[config.mk]
export PLATFORM = sky130hd
export DESIGN_NAME = mem_sched
export DESIGN_NICKNAME = d
export VERILOG_FILES = /design/src/rtl/mem_pkg.sv /design/src/rtl/mem_rr_arb2.sv /design/src/rtl/mem_sched.sv
export SDC_FILE = /design/constraint.sdc
export NUM_CORES = 1
export LEC_CHECK = 0
export BUFFER_PORTS_ARGS = -buffer_cell sky130_fd_sc_hd__buf_2
export CAP_MARGIN = 25
export CORE_MARGIN = 8
export CORE_UTILIZATION = 45
export CTS_CLUSTER_SIZE = 20
export DETAILED_ROUTE_END_ITERATION = 8
export PLACE_DENSITY = 0.76
export SKIP_LAST_GASP = 1
export SLEW_MARGIN = 20
export SYNTH_ARGS = -nofsm -noshare
export SYNTH_HDL_FRONTEND = slang
export SYNTH_HIERARCHICAL = 1
export SYNTH_SLANG_ARGS = --single-unit
[constraint.sdc]
create_clock -name clk -period 3.6 [get_ports clk]
set_input_delay 0.18 -clock clk [delete_from_list [all_inputs] [get_ports clk]]
set_output_delay 0.18 -clock clk [all_outputs]
set_load 0.05 [all_outputs]
[src/rtl/mem_pkg.sv]
// Shared constants and arbitration state type for the row/word buffer scheduler.
package mem_pkg;

    localparam int DEF_ROW       = 16;
    localparam int DEF_WIDTH     = 128;
    localparam int DEF_LOG_WIDTH = 7;
    localparam int DEF_WORD      = 16;

    typedef enum logic {
        LAST_RD = 1'b0,
        LAST_WR = 1'b1
    } grant_state_e;

endpackage

[src/rtl/mem_rr_arb2.sv]
// Two-requester round-robin arbiter (write vs read) for the shared memory port.
// Optional sticky bursts when MEM_SCHED_BURST_EN is defined.
module mem_rr_arb2
    import mem_pkg::*;
#(
    parameter int BURST = 4
) (
    input  logic clk_i,
    input  logic rst_i,
    input  logic flush_i,
    input  logic wr_elig_i,
    input  logic rd_elig_i,
    output logic gnt_wr_o,
    output logic gnt_rd_o
);

    grant_state_e state_q, state_d;
    logic         keep_owner;

    always_ff @(posedge clk_i or posedge rst_i) begin
        if (rst_i) begin
            state_q <= LAST_WR;
        end else begin
            state_q <= state_d;
        end
    end

    always_comb begin
        gnt_wr_o = 1'b0;
        gnt_rd_o = 1'b0;
        state_d  = state_q;
        if (flush_i) begin
            state_d = LAST_WR;
        end else begin
            if (wr_elig_i && rd_elig_i) begin
                // On a tie the last owner wins only while its burst is still open.
                if (keep_owner == (state_q == LAST_WR)) begin
                    gnt_wr_o = 1'b1;
                end else begin
                    gnt_rd_o = 1'b1;
                end
            end else begin
                gnt_wr_o = wr_elig_i;
                gnt_rd_o = rd_elig_i;
            end
            if (gnt_wr_o) begin
                state_d = LAST_WR;
            end else if (gnt_rd_o) begin
                state_d = LAST_RD;
            end
        end
    end

`ifdef MEM_SCHED_BURST_EN
    localparam int CNT_W = $clog2(BURST + 1);

    logic [CNT_W-1:0] burst_q, burst_d;
    logic             switch_owner;

    assign keep_owner   = (burst_q != '0) && (burst_q < CNT_W'(BURST));
    assign switch_owner = (gnt_wr_o && (state_q == LAST_RD)) ||
                          (gnt_rd_o && (state_q == LAST_WR));

    always_comb begin
        burst_d = burst_q;
        if (flush_i || !(gnt_wr_o || gnt_rd_o)) begin
            burst_d = '0;
        end else if (switch_owner) begin
            burst_d = CNT_W'(1);
        end else if (burst_q < CNT_W'(BURST)) begin
            burst_d = burst_q + CNT_W'(1);
        end
    end

    always_ff @(posedge clk_i or posedge rst_i) begin
        if (rst_i) begin
            burst_q <= '0;
        end else begin
            burst_q <= burst_d;
        end
    end
`else
    logic unused_burst;

    assign keep_owner   = 1'b0;
    assign unused_burst = (BURST > 0);
`endif

endmodule

[src/rtl/mem_sched.sv]
// Single-port scheduler for the row/word buffer: circular FIFO addressing, occupancy
// and fixed-latency read return. Sticky burst grants under MEM_SCHED_BURST_EN.
module mem_sched
    import mem_pkg::*;
#(
    parameter int WIDTH     = DEF_WIDTH,
    parameter int LOG_WIDTH = DEF_LOG_WIDTH,
    parameter int WORD      = DEF_WORD,
    parameter int BURST     = 4
) (
    input  logic                 clk,
    input  logic                 rst,
    input  logic                 flush,
    input  logic                 wr_valid,
    output logic                 wr_ready,
    input  logic [WORD-1:0]      wr_data,
    input  logic                 rd_req,
    output logic                 rd_ready,
    output logic                 rd_valid,
    output logic [WORD-1:0]      rd_data,
    output logic                 mem_en,
    output logic                 mem_we,
    output logic [LOG_WIDTH-1:0] mem_addr,
    output logic [WORD-1:0]      mem_wdata,
    input  logic [WORD-1:0]      mem_rdata,
    output logic [LOG_WIDTH:0]   count,
    output logic                 full,
    output logic                 empty
);

    localparam logic [LOG_WIDTH:0] CNT_FULL = (LOG_WIDTH + 1)'(WIDTH);

    logic [LOG_WIDTH-1:0] wr_ptr_q, wr_ptr_d;
    logic [LOG_WIDTH-1:0] rd_ptr_q, rd_ptr_d;
    logic [LOG_WIDTH:0]   count_q, count_d;
    logic                 en_q, en_d;
    logic                 we_q, we_d;
    logic [LOG_WIDTH-1:0] addr_q, addr_d;
    logic [WORD-1:0]      wdata_q, wdata_d;
    logic                 rd_valid_q, rd_valid_d;
    logic                 gnt_wr, gnt_rd;

    assign full  = (count_q == CNT_FULL);
    assign empty = (count_q == '0);

    mem_rr_arb2 #(
        .BURST (BURST)
    ) u_arb (
        .clk_i     (clk),
        .rst_i     (rst),
        .flush_i   (flush),
        .wr_elig_i (wr_valid && !full),
        .rd_elig_i (rd_req && !empty),
        .gnt_wr_o  (gnt_wr),
        .gnt_rd_o  (gnt_rd)
    );

    always_comb begin
        wr_ptr_d   = wr_ptr_q;
        rd_ptr_d   = rd_ptr_q;
        count_d    = count_q;
        en_d       = 1'b0;
        we_d       = 1'b0;
        addr_d     = addr_q;
        wdata_d    = wdata_q;
        // A read command on the port this cycle returns data on the next one.
        rd_valid_d = en_q && !we_q;
        if (gnt_wr) begin
            en_d     = 1'b1;
            we_d     = 1'b1;
            addr_d   = wr_ptr_q;
            wdata_d  = wr_data;
            wr_ptr_d = wr_ptr_q + LOG_WIDTH'(1);
            count_d  = count_q + (LOG_WIDTH + 1)'(1);
        end else if (gnt_rd) begin
            en_d     = 1'b1;
            addr_d   = rd_ptr_q;
            rd_ptr_d = rd_ptr_q + LOG_WIDTH'(1);
            count_d  = count_q - (LOG_WIDTH + 1)'(1);
        end
        if (flush) begin
            wr_ptr_d = '0;
            rd_ptr_d = '0;
            count_d  = '0;
        end
    end

    always_ff @(posedge clk or posedge rst) begin
        if (rst) begin
            wr_ptr_q   <= '0;
            rd_ptr_q   <= '0;
            count_q    <= '0;
            en_q       <= 1'b0;
            we_q       <= 1'b0;
            addr_q     <= '0;
            wdata_q    <= '0;
            rd_valid_q <= 1'b0;
        end else begin
            wr_ptr_q   <= wr_ptr_d;
            rd_ptr_q   <= rd_ptr_d;
            count_q    <= count_d;
            en_q       <= en_d;
            we_q       <= we_d;
            addr_q     <= addr_d;
            wdata_q    <= wdata_d;
            rd_valid_q <= rd_valid_d;
        end
    end

    assign wr_ready  = gnt_wr;
    assign rd_ready  = gnt_rd;
    assign rd_valid  = rd_valid_q;
    assign rd_data   = mem_rdata;
    assign mem_en    = en_q;
    assign mem_we    = we_q;
    assign mem_addr  = addr_q;
    assign mem_wdata = wdata_q;
    assign count     = count_q;

endmodule
==> flow_metrics.env <==
export IMPL_clock_sinks=49
export IMPL_yosysTopAreaCell="dfrtp_1"
export IMPL_crit_path_end_kind="flop"
export IMPL_start_util_pct=46.23
export IMPL_io_buffers=58
export IMPL_syn_num_nets=280
export IMPL_worstPathRequired_ns=3.84
export IMPL_rsz0062_at_grt="false"
export IMPL_slew_headroom_pct=37.88
export IMPL_antennaDiodeCount=0
export IMPL_drc_errors=0
export IMPL_grt_overflow_total=0
export IMPL_drive_gt1_share_pct=37.63
export IMPL_p_leak_nw=1.401
export IMPL_dr_pass1_iters=4
export IMPL_power_density_nw_per_um2=925.2
export IMPL_crit_family="simple AND/OR/NAND/NOR gates"
export IMPL_post_drt_wl_per_cell_um=15.49
export IMPL_core_area_um2=5473
export IMPL_die_y_um=90.98
export IMPL_clk_latency_ns=0.31
export IMPL_track_usage_pct=13.19
export IMPL_period_minus_slack_ns=3.348
export IMPL_worstSetupStartpointType="flop"
export IMPL_yosys_warnings=6
export IMPL_grt_use_met1_pct=16.34
export IMPL_setup_violations=0
export IMPL_antenna_found_initial=0
export IMPL_synth_cell_types=40
export IMPL_cp_depth=12
export IMPL_crit_fanout=17
export IMPL_synth_most_common_cell="dfrtp_1"
export IMPL_synth_edf_count=0
export IMPL_cp_endpoint="count[6]"
export IMPL_stdcell_count=351
export IMPL_hpwl_mm=3.954
export IMPL_htree_levels=2
export IMPL_numCtsBuffers=5
export IMPL_hold_class="in2reg"
export IMPL_vias_per_cell=5.316
export IMPL_synthCells=234
export IMPL_wl_mm=5.437
export IMPL_cts_tree="done"
export IMPL_drt_iter0_drc=43
export IMPL_cp_startpoint="count[3]"
export IMPL_grt_pass1_vias=1856
export IMPL_final_max_slew_viol_count=0
export IMPL_cts_max_path_buffers=2
export IMPL_yosys_top_cells_count="48 x dfrtp_1, 17 x nand2_1, 17 x nor2_1"
export IMPL_nets=324
export IMPL_gr_usage_met2_pct=19.35
export IMPL_ys_async_sr_fraction_pct=100.0
export IMPL_ios=91
export IMPL_finalPower_w=0.002742
export IMPL_arrival_ns=3.59
export IMPL_ir_drop_mv=0.5642
export IMPL_hold_start="wr_data[14]"
export IMPL_hold_violations=0
export IMPL_synth_area_leaders="dfrtp_1 47%, mux2_2 7.1%, buf_4 4.7%"
export IMPL_grt_max_degree=49
export IMPL_die_area_um2=8277
export IMPL_grt_pass1_wl_mm=8.949
export IMPL_critical_path_buf_inv_count=1
export IMPL_fp_row_count=27
export IMPL_cpPeakStageDelay_ns=0.52
export IMPL_crit_type="reg2reg"
export IMPL_areaGrowthSynthToFinish_pct=17.16
export IMPL_drv_cap=0
export IMPL_clock_skew_ns=0.009076
export IMPL_yosysTopAreaCellShare_pct=47.48
export IMPL_postRouteAntennaNets=0
export IMPL_synth_ff_type="dfrtp_1"
export IMPL_numPlacedInstances=341
export IMPL_timing_rr_end="count[6]"
export IMPL_vias=1866
export IMPL_seq_area_frac_synth_pct=48.52
export IMPL_synth_seq_cells=49
export IMPL_r2r_slack_ns=0.25
export IMPL_worst_pin_slew_ns=0.9284
export IMPL_cp_slowest_cell="or4_1"
export IMPL_finalCritPeriodShare_pct=92.99
export IMPL_syn_area_um2=2530
export IMPL_die_x_um=90.98
export IMPL_status="finished, final reports clean"
export IMPL_place_gp_congestion=0.8458
export IMPL_cp_cell_sequence="or4_1, nor4_1, and2_1, nor2b_1, nor3b_4, buf_4, fa_1, nor2b_4, o21a_1, o21bai_1, a2111o_1, nand3_1"
export IMPL_synth_avg_cell_area_um2=10.81
export IMPL_reg2reg_depth=12
export IMPL_gr_usage_met3_pct=6.337
export IMPL_grt_busiest_layer="met2"
export IMPL_fmax_mhz=298.7
export IMPL_clkTransAtPathRegs_ns=0.10
export IMPL_worstReg2RegStart="count[3]"
export IMPL_root_buffer="clkbuf_8"
## worst min path at each step
stage / end / depth (start not counted)
6_report: mem_wdata[14] / 2
5_1_grt: mem_wdata[15] / 2
4_1_cts: mem_wdata[14] / 2
3_5_place_dp: u_arb/state_q / 2
3_3_place_gp: u_arb/state_q / 2
2_1_floorplan: u_arb/state_q / 1
## routing by layer
metal | vias to the layer above | wire (um) | share of wire (%)
met5 | - | 0 | 0
met4 | 0 | 97 | 1.8
met3 | 15 | 470 | 8.6
met2 | 63 | 2410 | 44
met1 | 899 | 2459 | 45
li1 | 889 | - | -
## worst register-to-register path: stages (launching register included)
cell      delay, ns
dfrtp_2        0.45
or4_1          0.52
nor4_1         0.33
and2_1         0.20
nor2b_1        0.07
nor3b_4        0.15
buf_4          0.22
fa_1           0.49
nor2b_4        0.14
o21a_1         0.17
o21bai_1       0.10
a2111o_1       0.37
nand3_1        0.08
## cells by family after synthesis
| logic type | share of synthesized area [%] |
|---|---|
| and+or+nand+nor | 15.97 |
| muxes | 11.08 |
| AOI/OAI and AO/OA | 8.111 |
| xor gates and xnor gates | 3.462 |
| DFF | 48.52 |
| adders and majority gates | 4.748 |
| buffers and inverters | 8.111 |
## sequential cells by signal, summed over array words and instances (netlist names)
register       cells
rd_valid           1
mem_addr           7
count              8
mem_wdata         16
mem_we             1
mem_en             1
u_arb/state_q      1
wr_ptr_q           7
rd_ptr_q           7
## metrics by stage
| step | setup slack, ns | utilization [%] | instance area (um2) | TNS, ns | hold WS, ns |
|---|---|---|---|---|---|
| 2_1_floorplan | -0.4727 | - | 2649 | -3.247 | 0.06970 |
| 3_3_place_gp | 0.2267 | 51.99 | 2845 | 0 | 0.1912 |
| 3_5_place_dp | 0.09249 | 51.99 | 2845 | 0 | 0.1974 |
| 4_1_cts | 0.07160 | 53.93 | 2952 | 0 | 0.08690 |
| 5_1_grt | 0.04166 | 54.16 | 2964 | 0 | 0.08479 |
| 6_report | 0.2523 | 54.16 | 2964 | 0 | 0.09154 |
## placed cells by master (no fill, tap or decap), types with 2 or more instances in the layout
| cell | synthesis | layout |
|---|---|---|
| buf_2 | 5 | 58 |
| dfrtp_1 | 48 | 45 |
| nor2_1 | 17 | 17 |
| nand2_1 | 17 | 17 |
| mux2_2 | 16 | 16 |
| o21ai_0 | 12 | 11 |
| a21oi_1 | 10 | 10 |
| mux2i_1 | 10 | 10 |
| nand3_1 | 6 | 6 |
| xor2_1 | 6 | 6 |
| clkbuf_8 | 0 | 6 |
| inv_1 | 7 | 5 |
| nor2b_1 | 6 | 5 |
| nand4_1 | 4 | 4 |
| or3_1 | 4 | 4 |
| xnor2_1 | 4 | 4 |
| nor3_1 | 5 | 4 |
| ha_1 | 8 | 4 |
| ha_4 | 0 | 4 |
| o21bai_1 | 3 | 3 |
| dfrtp_2 | 0 | 3 |
| buf_4 | 16 | 3 |
| a211o_1 | 2 | 2 |
| o21a_1 | 2 | 2 |
| or4_1 | 2 | 2 |
| nor4b_1 | 2 | 2 |
| clkinv_2 | 0 | 2 |
## where the power goes
group / internal (W) / switching, W / leakage, nW
clock network: 0.000156 / 0.000192 / 0.0512
logic: 0.000506 / 0.00106 / 0.717
registers: 0.000713 / 0.000117 / 0.632
total: 0.00137 / 0.00137 / 1.40
## final cells by class
type / count / area [um2]
fill: 501 / 2509
sequential: 49 / 1231
multi-input combinational: 152 / 1172
timing repair buffer: 63 / 334.1
tap: 72 / 90.09
clock buffer: 6 / 82.58
inverter: 7 / 40.04
clock inverter: 2 / 13.76
## timing repair
| action | in CTS | in global routing |
|---|---|---|
| hold buffers | 1 | 0 |
| hold endpoints to repair | 1 | 0 |
| setup endpoints to repair | 0 | 4 |
| setup buffers | 0 | 1 |
| gates resized for setup | 0 | 1 |
Power figures use the tool's default switching activity.
